===== config.mk =====
export PLATFORM = sky130hd
export DESIGN_NAME = multiplicador_seq_4bits_flat
export DESIGN_NICKNAME = d
export VERILOG_FILES = /design/src/rtl/multiplicador_seq_4bits_pkg.sv /design/src/rtl/multiplicador_seq_4bits_if.sv /design/src/rtl/multiplicador_seq_4bits_somador.sv /design/src/rtl/multiplicador_seq_4bits.sv /design/src/flat_wrapper.sv
export SDC_FILE = /design/constraint.sdc
export NUM_CORES = 1
export LEC_CHECK = 0
export CAP_MARGIN = 25
export CORE_MARGIN = 1
export CORE_UTILIZATION = 35
export DETAILED_ROUTE_END_ITERATION = 6
export SYNTH_ARGS = -nofsm -noshare
export SYNTH_HDL_FRONTEND = slang
export SYNTH_SLANG_ARGS = --single-unit

===== constraint.sdc =====
create_clock -name clk -period 6.6 [get_ports clk]
set_clock_uncertainty 0.15 [all_clocks]
set_input_delay 1.32 -clock clk [delete_from_list [all_inputs] [get_ports clk]]
set_output_delay 1.32 -clock clk [all_outputs]
set_load 0.005 [all_outputs]

===== src/rtl/multiplicador_seq_4bits_pkg.sv =====
// Shared arithmetic-unit definitions: default operand width and opcode set
// used by the multiplier, the divider and the controller.
package multiplicador_seq_4bits_pkg;

  localparam int WIDTH_DEF = 4;

  typedef enum logic [1:0] {
    OP_ADD = 2'd0,
    OP_SUB = 2'd1,
    OP_MUL = 2'd2,
    OP_DIV = 2'd3
  } opcode_e;

endpackage


===== src/rtl/multiplicador_seq_4bits_if.sv =====
// START/BUSY/DONE operand/result bundle between the controller (master)
// and the sequential multiplier-accumulator (slave).
interface multiplicador_seq_4bits_if #(
  parameter int WIDTH = multiplicador_seq_4bits_pkg::WIDTH_DEF
);

  logic               start;
  logic [WIDTH-1:0]   a;
  logic [WIDTH-1:0]   b;
  logic [WIDTH-1:0]   c;
  logic [2*WIDTH-1:0] p;
  logic               busy;
  logic               done;

  modport master (output start, output a, output b, output c,
                  input  p, input busy, input done);
  modport slave  (input  start, input a, input b, input c,
                  output p, output busy, output done);

endinterface


===== src/rtl/multiplicador_seq_4bits_somador.sv =====
// Structural ripple-carry adder built from full adders; the carry out of the
// top bit is dropped because results always fit the adder width.
module somador_fa (
  input  logic a,
  input  logic b,
  input  logic ci,
  output logic s,
  output logic co
);

  assign s  = a ^ b ^ ci;
  assign co = (a & b) | (a & ci) | (b & ci);

endmodule

module somador_nbits #(
  parameter int N = 8
) (
  input  logic [N-1:0] a,
  input  logic [N-1:0] b,
  input  logic         cin,
  output logic [N-1:0] s
);

  logic [N-1:0] carry_s;

  assign carry_s[0] = cin;

  for (genvar i = 0; i < N - 1; i++) begin : g_fa
    somador_fa u_fa (
      .a (a[i]),
      .b (b[i]),
      .ci(carry_s[i]),
      .s (s[i]),
      .co(carry_s[i+1])
    );
  end

  // MSB: sum only, its carry would leave the result width.
  assign s[N-1] = a[N-1] ^ b[N-1] ^ carry_s[N-1];

endmodule


===== src/rtl/multiplicador_seq_4bits.sv =====
// Sequential shift-and-add multiplier-accumulator, P = A*B + C, one partial
// product per clock; used to rebuild dividends from divider results.
module multiplicador_seq_4bits
  import multiplicador_seq_4bits_pkg::*;
#(
  parameter int WIDTH = WIDTH_DEF
) (
  input  logic                      clk,
  input  logic                      rst,
  multiplicador_seq_4bits_if.slave  bus
);

  localparam int CNT_W = (WIDTH > 1) ? $clog2(WIDTH) : 1;
  localparam logic [CNT_W-1:0] CNT_LAST = CNT_W'(WIDTH - 1);
  localparam logic [CNT_W-1:0] CNT_INC  = CNT_W'(1);

  typedef enum logic {S_IDLE = 1'b0, S_RUN = 1'b1} state_e;

  state_e             state_q, state_d;
  logic [2*WIDTH-1:0] acc_q, acc_d;
  logic [2*WIDTH-1:0] mcand_q, mcand_d;
  logic [WIDTH-1:0]   mplr_q, mplr_d;
  logic [CNT_W-1:0]   cnt_q, cnt_d;
  logic [2*WIDTH-1:0] p_q, p_d;
  logic               done_q, done_d;
  logic [2*WIDTH-1:0] sum_s;
  logic [2*WIDTH-1:0] acc_next_s;

  somador_nbits #(.N(2*WIDTH)) u_somador (
    .a  (acc_q),
    .b  (mcand_q),
    .cin(1'b0),
    .s  (sum_s)
  );

  assign acc_next_s = mplr_q[0] ? sum_s : acc_q;

  always_comb begin
    state_d = state_q;
    acc_d   = acc_q;
    mcand_d = mcand_q;
    mplr_d  = mplr_q;
    cnt_d   = cnt_q;
    p_d     = p_q;
    done_d  = 1'b0;
    case (state_q)
      S_IDLE: begin
        if (bus.start) begin
          acc_d   = {{WIDTH{1'b0}}, bus.c};
          mcand_d = {{WIDTH{1'b0}}, bus.a};
          mplr_d  = bus.b;
          cnt_d   = '0;
          state_d = S_RUN;
        end else begin
          state_d = S_IDLE;
        end
      end
      S_RUN: begin
        acc_d   = acc_next_s;
        mcand_d = mcand_q << 1;
        mplr_d  = mplr_q >> 1;
        cnt_d   = cnt_q + CNT_INC;
        // Last iteration publishes the sum that includes this step's add.
        if (cnt_q == CNT_LAST) begin
          p_d     = acc_next_s;
          done_d  = 1'b1;
          state_d = S_IDLE;
        end else begin
          state_d = S_RUN;
        end
      end
      default: begin
        state_d = S_IDLE;
      end
    endcase
  end

  always_ff @(posedge clk) begin
    if (rst) begin
      state_q <= S_IDLE;
      acc_q   <= '0;
      mcand_q <= '0;
      mplr_q  <= '0;
      cnt_q   <= '0;
      p_q     <= '0;
      done_q  <= 1'b0;
    end else begin
      state_q <= state_d;
      acc_q   <= acc_d;
      mcand_q <= mcand_d;
      mplr_q  <= mplr_d;
      cnt_q   <= cnt_d;
      p_q     <= p_d;
      done_q  <= done_d;
    end
  end

  assign bus.busy = (state_q == S_RUN);
  assign bus.done = done_q;
  assign bus.p    = p_q;

endmodule


===== src/flat_wrapper.sv =====
// flat-port wrapper written by rule: the top's interface ports become plain ports
module multiplicador_seq_4bits_flat import multiplicador_seq_4bits_pkg::*;
#(
  parameter int WIDTH = WIDTH_DEF
)
  (clk, rst, bus_start, bus_a, bus_b, bus_c, bus_p, bus_busy, bus_done);
  multiplicador_seq_4bits_if #(.WIDTH(WIDTH)) bus_i ();
  input  logic clk;
  input  logic rst;
  input wire logic [$bits(bus_i.start)-1:0] bus_start;
  input wire logic [$bits(bus_i.a)-1:0] bus_a;
  input wire logic [$bits(bus_i.b)-1:0] bus_b;
  input wire logic [$bits(bus_i.c)-1:0] bus_c;
  output wire logic [$bits(bus_i.p)-1:0] bus_p;
  output wire logic [$bits(bus_i.busy)-1:0] bus_busy;
  output wire logic [$bits(bus_i.done)-1:0] bus_done;
  assign bus_i.start = bus_start;
  assign bus_i.a = bus_a;
  assign bus_i.b = bus_b;
  assign bus_i.c = bus_c;
  assign bus_p = bus_i.p;
  assign bus_busy = bus_i.busy;
  assign bus_done = bus_i.done;
  multiplicador_seq_4bits #(.WIDTH(WIDTH)) u_core (.clk(clk), .rst(rst), .bus(bus_i));
endmodule

==> run_results.csv, run 1 <==
group,metric,value,unit
placement,place_hpwl,2059,um
critical_path,critPathCaptureType,"flip-flop",
cts,ctsResizeCount,0,
global_route,antenna_found_initial,0,
worst_hold_path,worstHoldPathType,"flip-flop to flip-flop",
floorplan,io_pins,25,
cts,cts_tree,"done",
cells_and_area,stdcell_count,231,
sta,rsz0062_at_grt,"false",
placement,numPortBuffers,24,
route,vias_per_cell,4.840,
critical_path,worst_ep_required_time,6.62,ns
critical_path,cpPeakStageDelay,0.46,ns
critical_path,crit_top_cell,"fa_1",
route,drc,0,
route,drt-total-wl,2937,um
route,ant_nets,0,
floorplan,initial_core_util,0.3621,
sta,min_period,3.553,ns
critical_path,crit_arrival,3.57,ns
cells_and_area,diodes,0,
global_route,grt_pass1_wl,5244,um
placement,gp_congestion,0.8080,
pwr,peakVddDrop,0.00009703,V
global_route,gr-total-overflow,0,
sta,slew_headroom,0.5222,
cts,insertion_delay,0.28,ns
floorplan,die_y,69.12,um
cts,clkTransAtPathRegs,0.07,ns
pwr,powerDensity,214.1,nW/um2
cts,postCtsSetupRepairBufs,0,
cts,cts_root_buf,"clkbuf_8",
synthesis,synth_seq_area_share,0.4063,
cts,clock_sinks,32,
critical_path,cp_slowest_cell,"fa_1",
synthesis,synth_flop_cell,"dfxtp_1",
synthesis,synth_edf_count,0,
route,vias,1118,
cts,cts_buffers,5,
synthesis,synth_nets,178,
critical_path,critical_path_class,"flip-flop to flip-flop",
synthesis,synth.distinct_cells,33,
floorplan,num_rows,24,
cells_and_area,layout_common_cells,"dfxtp_1, clkdlybuf4s50_1, nor2_1, mux2i_1, nand2_1",
sta,tightest_slew,0.7144,ns
global_route,grt_usage,0.1364,
sta,setup_viol,0,
route,drt_first_pass_iters,4,
flow_run,drv_cap,0,
sta,fin_tns_setup,0,ns
critical_path,startpoint_type,"flip-flop",
cts,h-tree-depth,2,
synthesis,async_flop_share,0,
route,avgRoutedWirePerCell,12.71,um
sta,fmax,281.5,MHz
critical_path,path_max_fanout,4,
cts,cts.path.max_buffers,2,
critical_path,crit_buf_inv,2,
status,outcome,"completed",
floorplan,die_area,4777,um2
global_route,grt_max_degree,31,
placement,dp.cells,222,
route,drtIter0Drc,46,
synthesis,synthesis.area,1577,um2
floorplan,die_x,69.12,um
synthesis,syn_inst,155,
floorplan,core-area,4354,um2
synthesis,yosysWarnings,0,
global_route,grt_pass1_vias,1133,
cells_and_area,syn_to_final_growth,22.14,%
cells_and_area,final_layout_size_suffix_gt1_frac,0.1620,
critical_path,cp_cell_sequence,"ha_1, fa_1, fa_1, fa_1, inv_1, fa_1, fa_1, inv_1, fa_1, xor2_2, a211oi_1, a211o_1",
cts,postCtsHoldBufs,0,
sta,finalMaxSlewViolations,0,
sta,hold_violations,0,
synthesis,avgSynthCellArea,10.17,um2
sta,fin_hold_ws,0.3023,ns
synthesis,ys_seq_elements,32,
pwr,power.leakage,0.0007453,uW
sta,setup_slack,3.047,ns
cells_and_area,nets,201,
cells_and_area,mostFrequentLayoutCell,"dfxtp_1",
critical_path,critPathTopFamily,"adder cells",
placement,place_ws,3.067,ns
sta,post-route-period-util,0.5383,
-- logic make-up (layout without fill, tap and decap cells) --
kind of cell | after synthesis | after routing | synth area share
AO/OA/AOI/OAI | 26 | 26 | 0.1024
XOR/XNOR | 1 | 1 | 0.01032
adder cells (fa/ha/maj) | 8 | 8 | 0.09206
buffers and inverters | 18 | 42 | 0.07222
flip-flops | 32 | 32 | 0.4063
multiplexers | 22 | 22 | 0.1476
AND/OR/NAND/NOR | 48 | 48 | 0.1691
-- final cells by class --
class	count	area [um2]
Clock inverter	2	10.01
Fill cell	421	2429
Multi-Input combinational cell	105	822.0
Timing Repair Buffer	26	275.3
Tap cell	52	65.06
Inverter	8	30.03
Sequential cell	32	640.6
Clock buffer	6	82.58
-- cell usage after synthesis (all sizes together), types with 4 or more instances --
cell    n  area share
dfxtp  32        0.41
nor2   20       0.054
mux2i  15       0.095
nand2  12       0.029
o21ai   9       0.029
buf     8       0.048
inv     8       0.019
mux2    7       0.052
a21oi   6       0.021
fa      6       0.076
nor3    6       0.032
nor3b   5       0.024
o22ai   4       0.016
-- worst paths after layout --
kind                      from         endpoint  slack (ns)  cells after the start
max          u_core.mcand_q[0]  u_core.bus.p[7]        3.05                     12
min            u_core.bus.p[5]  u_core.bus.p[5]        0.30                      2
max reg2reg  u_core.mcand_q[0]  u_core.bus.p[7]        3.05                     12
min reg2reg    u_core.bus.p[5]  u_core.bus.p[5]        0.30                      2
-- where the power goes --
part / switching [uW] / total, uW / internal [uW]
Clock: 68.7 / 152 / 83.1
Sequential: 7.81 / 208 / 200
Combinational: 24.7 / 53.0 / 28.4
Total: 101 / 412 / 311
-- per-layer routing --
metal,share of wire,vias up,track usage
met1,0.49,503,0.1827
met4,0.013,0,0.04762
li1,-,577,-
met5,0,-,0
met2,0.45,33,0.2071
met3,0.048,5,0.04240
-- state kept, by name, summed over array words and instances, names as in the netlist --
signal and count:
u_core.acc_q 8, u_core.bus.p 8, u_core.mcand_q 8, u_core.mplr_q 4, u_core.cnt_q 2, u_core.bus.busy 1, u_core.bus.done 1
-- worst register-to-register path, delay by kind of cell (launching register included) --
| kind | cells | cell delay [ns] |
|---|---|---|
| fa+ha+maj | 7 | 2.23 |
| xor+xnor | 1 | 0.21 |
| buf+inv | 2 | 0.13 |
| compound gates | 2 | 0.41 |
| flops | 1 | 0.33 |
-- per-stage QoR --
| step | instance area (um2) | total power (uW) | utilization |
|---|---|---|---|
| 2_1_floorplan | 1577 | 248.7 | - |
| 3_3_place_gp | 1805 | 261.1 | 0.4147 |
| 3_5_place_dp | 1805 | 262.3 | 0.4147 |
| 4_1_cts | 1898 | 415.9 | 0.4359 |
| 5_1_grt | 1926 | 433.0 | 0.4422 |
| 6_report | 1926 | 412.3 | 0.4422 |
No activity file was read; power rests on OpenSTA's default activity.
==> run 2: changes to the inputs <==
- clock period: 6.6 -> 3.35 ns (I/O delays scaled with it)
==> run 2 against run 1 <==
Final cell count up 0.43%. Sequential cell count is the same. Count of clock-buffer cells in the layout rose by 1. Register-to-register slack worse by 3.0 ns. Combinational power rose by 98%. Setup slack worse by 3.0 ns. Via count increased by 3.4%. Power is 100% higher. Fmax grew 7.0%. Non-clock buffer count rose by 2. Critical path type unchanged. Critical endpoint unchanged. Largest power group unchanged.
==> run_results.csv, run 2 (synthesized netlist as in run 1, its figures left out) <==
group,metric,value,unit
status,outcome,"completed",
sta,fin_tns_setup,0,ns
pwr,switching_power,193.0,uW
sta,hold_violations,0,
placement,dp.cells,225,
sta,min_period,3.320,ns
pwr,seq_power_share,0.495,
worst_hold_path,worstHoldPathType,"flip-flop to flip-flop",
global_route,gr-total-overflow,0,
critical_path,worst_ep_required_time,3.36,ns
cts,clkTransAtPathRegs,0.06,ns
cells_and_area,diodes,0,
cells_and_area,seq_area,640.6,um2
pwr,pwr-share-comb,0.127,
pwr,clkPwrFrac,0.379,
cts,postCtsHoldBufs,0,
critical_path,startpoint_type,"flip-flop",
floorplan,io_pins,25,
route,drtIter0Drc,16,
cells_and_area,nFillCells,416,
route,vias_per_cell,4.983,
placement,place_ws,-0.2231,ns
sta,setup_viol,0,
critical_path,crit_arrival,3.33,ns
critical_path,cp_slowest_cell,"fa_2",
route,ant_nets,0,
pwr,power.leakage,0.0007380,uW
cells_and_area,mostFrequentLayoutCell,"dfxtp_1",
floorplan,core-area,4354,um2
cts,cts_tree,"done",
critical_path,critPathCaptureType,"flip-flop",
pwr,peakVddDrop,0.0002842,V
pwr,internal-power,632.6,uW
cts,cts_buffers,5,
route,drt_first_pass_iters,3,
sta,fmax,301.2,MHz
global_route,grt_use_met2,0.2309,
cells_and_area,syn_to_final_growth,23.97,%
placement,place_hpwl,2157,um
route,vias,1156,
flow_run,drv_cap,0,
route,avgRoutedWirePerCell,12.75,um
sta,slew_headroom,0.5233,
pwr,p_total,825.5,uW
global_route,grt_pass1_wl,5437,um
global_route,top_usage_layer,"met2",
cells_and_area,final_layout_size_suffix_gt1_frac,0.2000,
route,drt-total-wl,2957,um
critical_path,critPathTopFamily,"adder cells",
global_route,met1_usage,0.1786,
cells_and_area,multi_input_area,852.1,um2
cts,h-tree-depth,2,
global_route,use_met3,0.03947,
global_route,grt_usage,0.1422,
cells_and_area,layout_common_cells,"dfxtp_1, clkdlybuf4s50_1, nor2_1, mux2i_1, nand2_1",
sta,post-route-period-util,0.9911,
placement,numPortBuffers,24,
cells_and_area,nets,203,
placement,gp_congestion,0.7613,
pwr,switching_share,0.2338,
sta,setup_slack,0.02984,ns
floorplan,initial_core_util,0.3621,
critical_path,cpPeakStageDelay,0.39,ns
cts,clock_sinks,32,
cts,cts_root_buf,"clkbuf_8",
critical_path,critical_path_class,"flip-flop to flip-flop",
floorplan,die_y,69.12,um
critical_path,crit_top_cell,"fa_2",
pwr,powerDensity,422.4,nW/um2
sta,tightest_slew,0.7128,ns
critical_path,path_max_fanout,4,
sta,finalMaxSlewViolations,0,
sta,rsz0062_at_grt,"true",
critical_path,crit_buf_inv,2,
floorplan,die_area,4777,um2
cells_and_area,stdcell_count,232,
cts,insertion_delay,0.27,ns
global_route,grt_max_degree,31,
global_route,antenna_found_initial,0,
critical_path,cp_cell_sequence,"ha_2, fa_2, fa_2, fa_2, inv_1, fa_1, fa_1, inv_1, fa_2, xor2_4, nor4bb_2, a211o_1",
floorplan,die_x,69.12,um
route,drc,0,
cts,cts.path.max_buffers,2,
floorplan,num_rows,24,
global_route,grt_pass1_vias,1170,
-- run 2: cell count changes in the layout (fill, tap and decap cells not counted) --
| cell | delta |
|---|---|
| xor2_2 | -1 |
| clkbuf_8 | +1 |
| buf_16 | -1 |
| buf_4 | +3 |
| xor2_4 | +1 |
| ha_2 | +1 |
| ha_1 | -1 |
| nor4bb_2 | +1 |
| fa_1 | -4 |
| clkinv_2 | -2 |
| fa_2 | +4 |
| nor4bb_1 | -1 |
-- run 2: through the flow --
| stage | area, um2 | util | hold WS, ns |
|---|---|---|---|
| 2_1_floorplan | 1579 | - | 0.2987 |
| 3_3_place_gp | 1831 | 0.4204 | 0.2863 |
| 3_5_place_dp | 1831 | 0.4204 | 0.2977 |
| 4_1_cts | 1943 | 0.4463 | 0.3132 |
| 5_1_grt | 1954 | 0.4489 | 0.3351 |
| 6_report | 1954 | 0.4489 | 0.3032 |
-- run 2: metal layers --
| metal | vias up | wire [um] | share of wire |
|---|---|---|---|
| li1 | 583 | - | - |
| met1 | 543 | 1451 | 0.49 |
| met2 | 25 | 1342 | 0.45 |
| met3 | 5 | 120 | 0.041 |
| met4 | 0 | 42 | 0.014 |
| met5 | - | 0 | 0 |
-- run 2: what timing repair did --
item,4_1_cts,5_1_grt
pin swaps,3,0
endpoints found under the setup margin,2,1
buffers inserted,0,0
resized for setup,5,1
-- run 2: power by group through the flow --
stage | clock (uW) | sequential [uW] | combinational, uW
2_1_floorplan | 0 | 411 | 78.9
3_3_place_gp | 0 | 416 | 101
3_5_place_dp | 0 | 417 | 104
4_1_cts | 326 | 409 | 106
5_1_grt | 340 | 411 | 116
6_report | 312 | 409 | 105
-- run 2: path summary, 6_finish.rpt --
kind / start / end / slack [ns] / cells after the start
setup reg to reg: u_core.mcand_q[0] / u_core.bus.p[7] / 0.03 / 12
setup / recovery: u_core.mcand_q[0] / u_core.bus.p[7] / 0.03 / 12
hold reg to reg: u_core.bus.p[0] / u_core.bus.p[0] / 0.30 / 2
hold / removal: u_core.bus.p[0] / u_core.bus.p[0] / 0.30 / 2
-- run 2: cell type report --
| class | instances | area share |
|---|---|---|
| Clock buffer | 7 | 0.04930 |
| Tap cell | 52 | 0.03329 |
| Timing Repair Buffer | 28 | 0.1383 |
| Multi-Input combinational cell | 105 | 0.4360 |
| Sequential cell | 32 | 0.3278 |
| Inverter | 8 | 0.01536 |
-- run 2: worst register-to-register path: cells and delay by family, from the launching register on --
kind,cells,cell delay (ns)
xor+xnor,1,0.17
compound gates,1,0.27
buf+inv,2,0.12
simple gates,1,0.18
fa+ha+maj,7,2.00
flops,1,0.32
==> run 3: changes to the inputs <==
- CORE_UTILIZATION: 35 -> 26
==> run 3 against run 2 <==
Sequential share of layout area shrank 0.69 points. Setup slack gained 0.050 ns. Sequential cell count is the same. Wire length grew 2.6%. Non-clock buffer count is the same. Count of clock-buffer cells in the layout grew 1. Worst hold slack gained 0.0027 ns. Power shrank 1.0%. Via count shrank 2.1%.
==> run_results.csv, run 3 (synthesized netlist as in run 1, its figures left out) <==
group,metric,value,unit
sta,finalMaxSlewViolations,0,
sta,setup_viol,0,
sta,hold_violations,0,
cells_and_area,seq_area,643.1,um2
route,drtIter0Drc,33,
sta,min_period,3.270,ns
cts,postCtsSetupRepairBufs,0,
floorplan,die_x,79.87,um
pwr,clkPwrFrac,0.368,
cells_and_area,multi_input_area,880.8,um2
flow_run,drv_cap,0,
cts,cts.path.max_buffers,2,
global_route,grt_usage,0.1092,
sta,fmax,305.8,MHz
cells_and_area,nFillCells,602,
critical_path,critPathTopFamily,"adder cells",
pwr,switching_share,0.2427,
status,outcome,"completed",
critical_path,crit_top_cell,"fa_2",
floorplan,die_area,6379,um2
route,vias,1132,
sta,post-route-period-util,0.9761,
sta,tightest_slew,0.7459,ns
cells_and_area,final_layout_size_suffix_gt1_frac,0.2320,
critical_path,crit_buf_inv,2,
cts,cts_buffers,5,
pwr,peakVddDrop,0.0001927,V
cts,clock_sinks,32,
cts,clkTransAtPathRegs,0.06,ns
worst_hold_path,worstHoldPathType,"flip-flop to flip-flop",
cts,cts_root_buf,"clkbuf_8",
sta,fin_tns_setup,0,ns
critical_path,crit_arrival,3.29,ns
global_route,met1_usage,0.1408,
route,avgRoutedWirePerCell,11.99,um
cells_and_area,layout_common_cells,"dfxtp_1, clkdlybuf4s50_1, nor2_1, mux2i_1, nand2_1",
sta,slew_headroom,0.5012,
global_route,grt_pass1_vias,1070,
global_route,grt_use_met2,0.1581,
floorplan,die_y,79.87,um
global_route,grt_max_degree,31,
critical_path,startpoint_type,"flip-flop",
pwr,pwr-share-comb,0.131,
critical_path,critPathCaptureType,"flip-flop",
critical_path,critical_path_class,"flip-flop to flip-flop",
floorplan,core-area,5675,um2
cells_and_area,mostFrequentLayoutCell,"dfxtp_1",
floorplan,initial_core_util,0.2778,
cts,cts_tree,"done",
critical_path,cpPeakStageDelay,0.39,ns
cts,insertion_delay,0.28,ns
sta,rsz0062_at_grt,"true",
route,vias_per_cell,4.474,
pwr,seq_power_share,0.502,
floorplan,io_pins,25,
placement,gp_congestion,0.8065,
sta,fin_hold_ws,0.3060,ns
global_route,top_usage_layer,"met2",
cts,postCtsHoldBufs,0,
cts,h-tree-depth,2,
route,drt-total-wl,3033,um
pwr,switching_power,198.3,uW
route,drc,0,
pwr,power.leakage,0.0007350,uW
route,ant_nets,0,
pwr,internal-power,618.9,uW
global_route,gr-total-overflow,0,
cells_and_area,nets,203,
route,drt_first_pass_iters,4,
global_route,antenna_found_initial,0,
critical_path,cp_slowest_cell,"fa_2",
cells_and_area,diodes,0,
critical_path,cp_cell_sequence,"ha_4, fa_2, fa_2, fa_2, inv_2, fa_2, fa_2, inv_2, fa_2, xor2_4, nor4bb_4, a211o_1",
pwr,p_total,817.3,uW
placement,place_hpwl,2126,um
cells_and_area,syn_to_final_growth,27.14,%
global_route,grt_pass1_wl,5188,um
critical_path,path_max_fanout,4,
cells_and_area,final_core_util,0.3532,
critical_path,worst_ep_required_time,3.37,ns
floorplan,num_rows,27,
global_route,use_met3,0.03086,
pwr,powerDensity,407.7,nW/um2
placement,numPortBuffers,24,
## run 3: cell types whose count changed in the layout (fill, tap and decap cells not counted), moves of 2 or more
cell,delta
inv_1,-2
inv_2,+2
fa_1,-2
dfxtp_1,-2
clkbuf_1,+2
dfxtp_2,+2
fa_2,+2
## run 3: layer usage
layer	vias up	part of all wire
met2	25	0.42
met5	-	0
met1	519	0.51
met4	0	0.026
li1	580	-
met3	8	0.042
## run 3: stage by stage
step           setup slack [ns]  cells  cell area, um2
2_1_floorplan           0.02088    155            1579
3_3_place_gp           -0.09501    245            1856
3_5_place_dp            -0.1414    245            1856
4_1_cts                 0.03040    253            1959
5_1_grt                -0.02388    253            2004
6_report                0.08008    253            2004
## run 3: cell type report
class | instances | share of cell area
Sequential cell | 32 | 0.3208
Clock buffer | 8 | 0.04494
Multi-Input combinational cell | 105 | 0.4395
Inverter | 8 | 0.01498
Timing Repair Buffer | 28 | 0.1348
Tap cell | 72 | 0.04494
## run 3: worst paths after layout
| path | endpoint | cells after the start | slack, ns | from |
|---|---|---|---|---|
| setup / recovery | u_core.bus.p[7] | 12 | 0.08 | u_core.mcand_q[0] |
| hold / removal | u_core.bus.p[1] | 2 | 0.31 | u_core.bus.p[1] |
| setup reg to reg | u_core.bus.p[7] | 12 | 0.08 | u_core.mcand_q[0] |
| hold reg to reg | u_core.bus.p[1] | 2 | 0.31 | u_core.bus.p[1] |
## run 3: tightest hold or removal path, cell delays in order (launching register included)
cell     delay (ns)
dfxtp_1        0.33
nand2_1        0.04
o21ai_0        0.05
## run 3: timing repair
action | in CTS | in global routing
endpoints found under the setup margin | 2 | 2
resized for setup | 4 | 11
cloned | 0 | 0
pin swaps | 1 | 6
## run 3: power by group through the flow
stage                     clock network (uW)  registers (uW)  logic, uW
after global placement                     0             417        104
after floorplan                            0             411       78.9
after CTS                                311             408        106
after global routing                     329             412        118
final                                    300             410        107
after detailed placement                   0             417        104
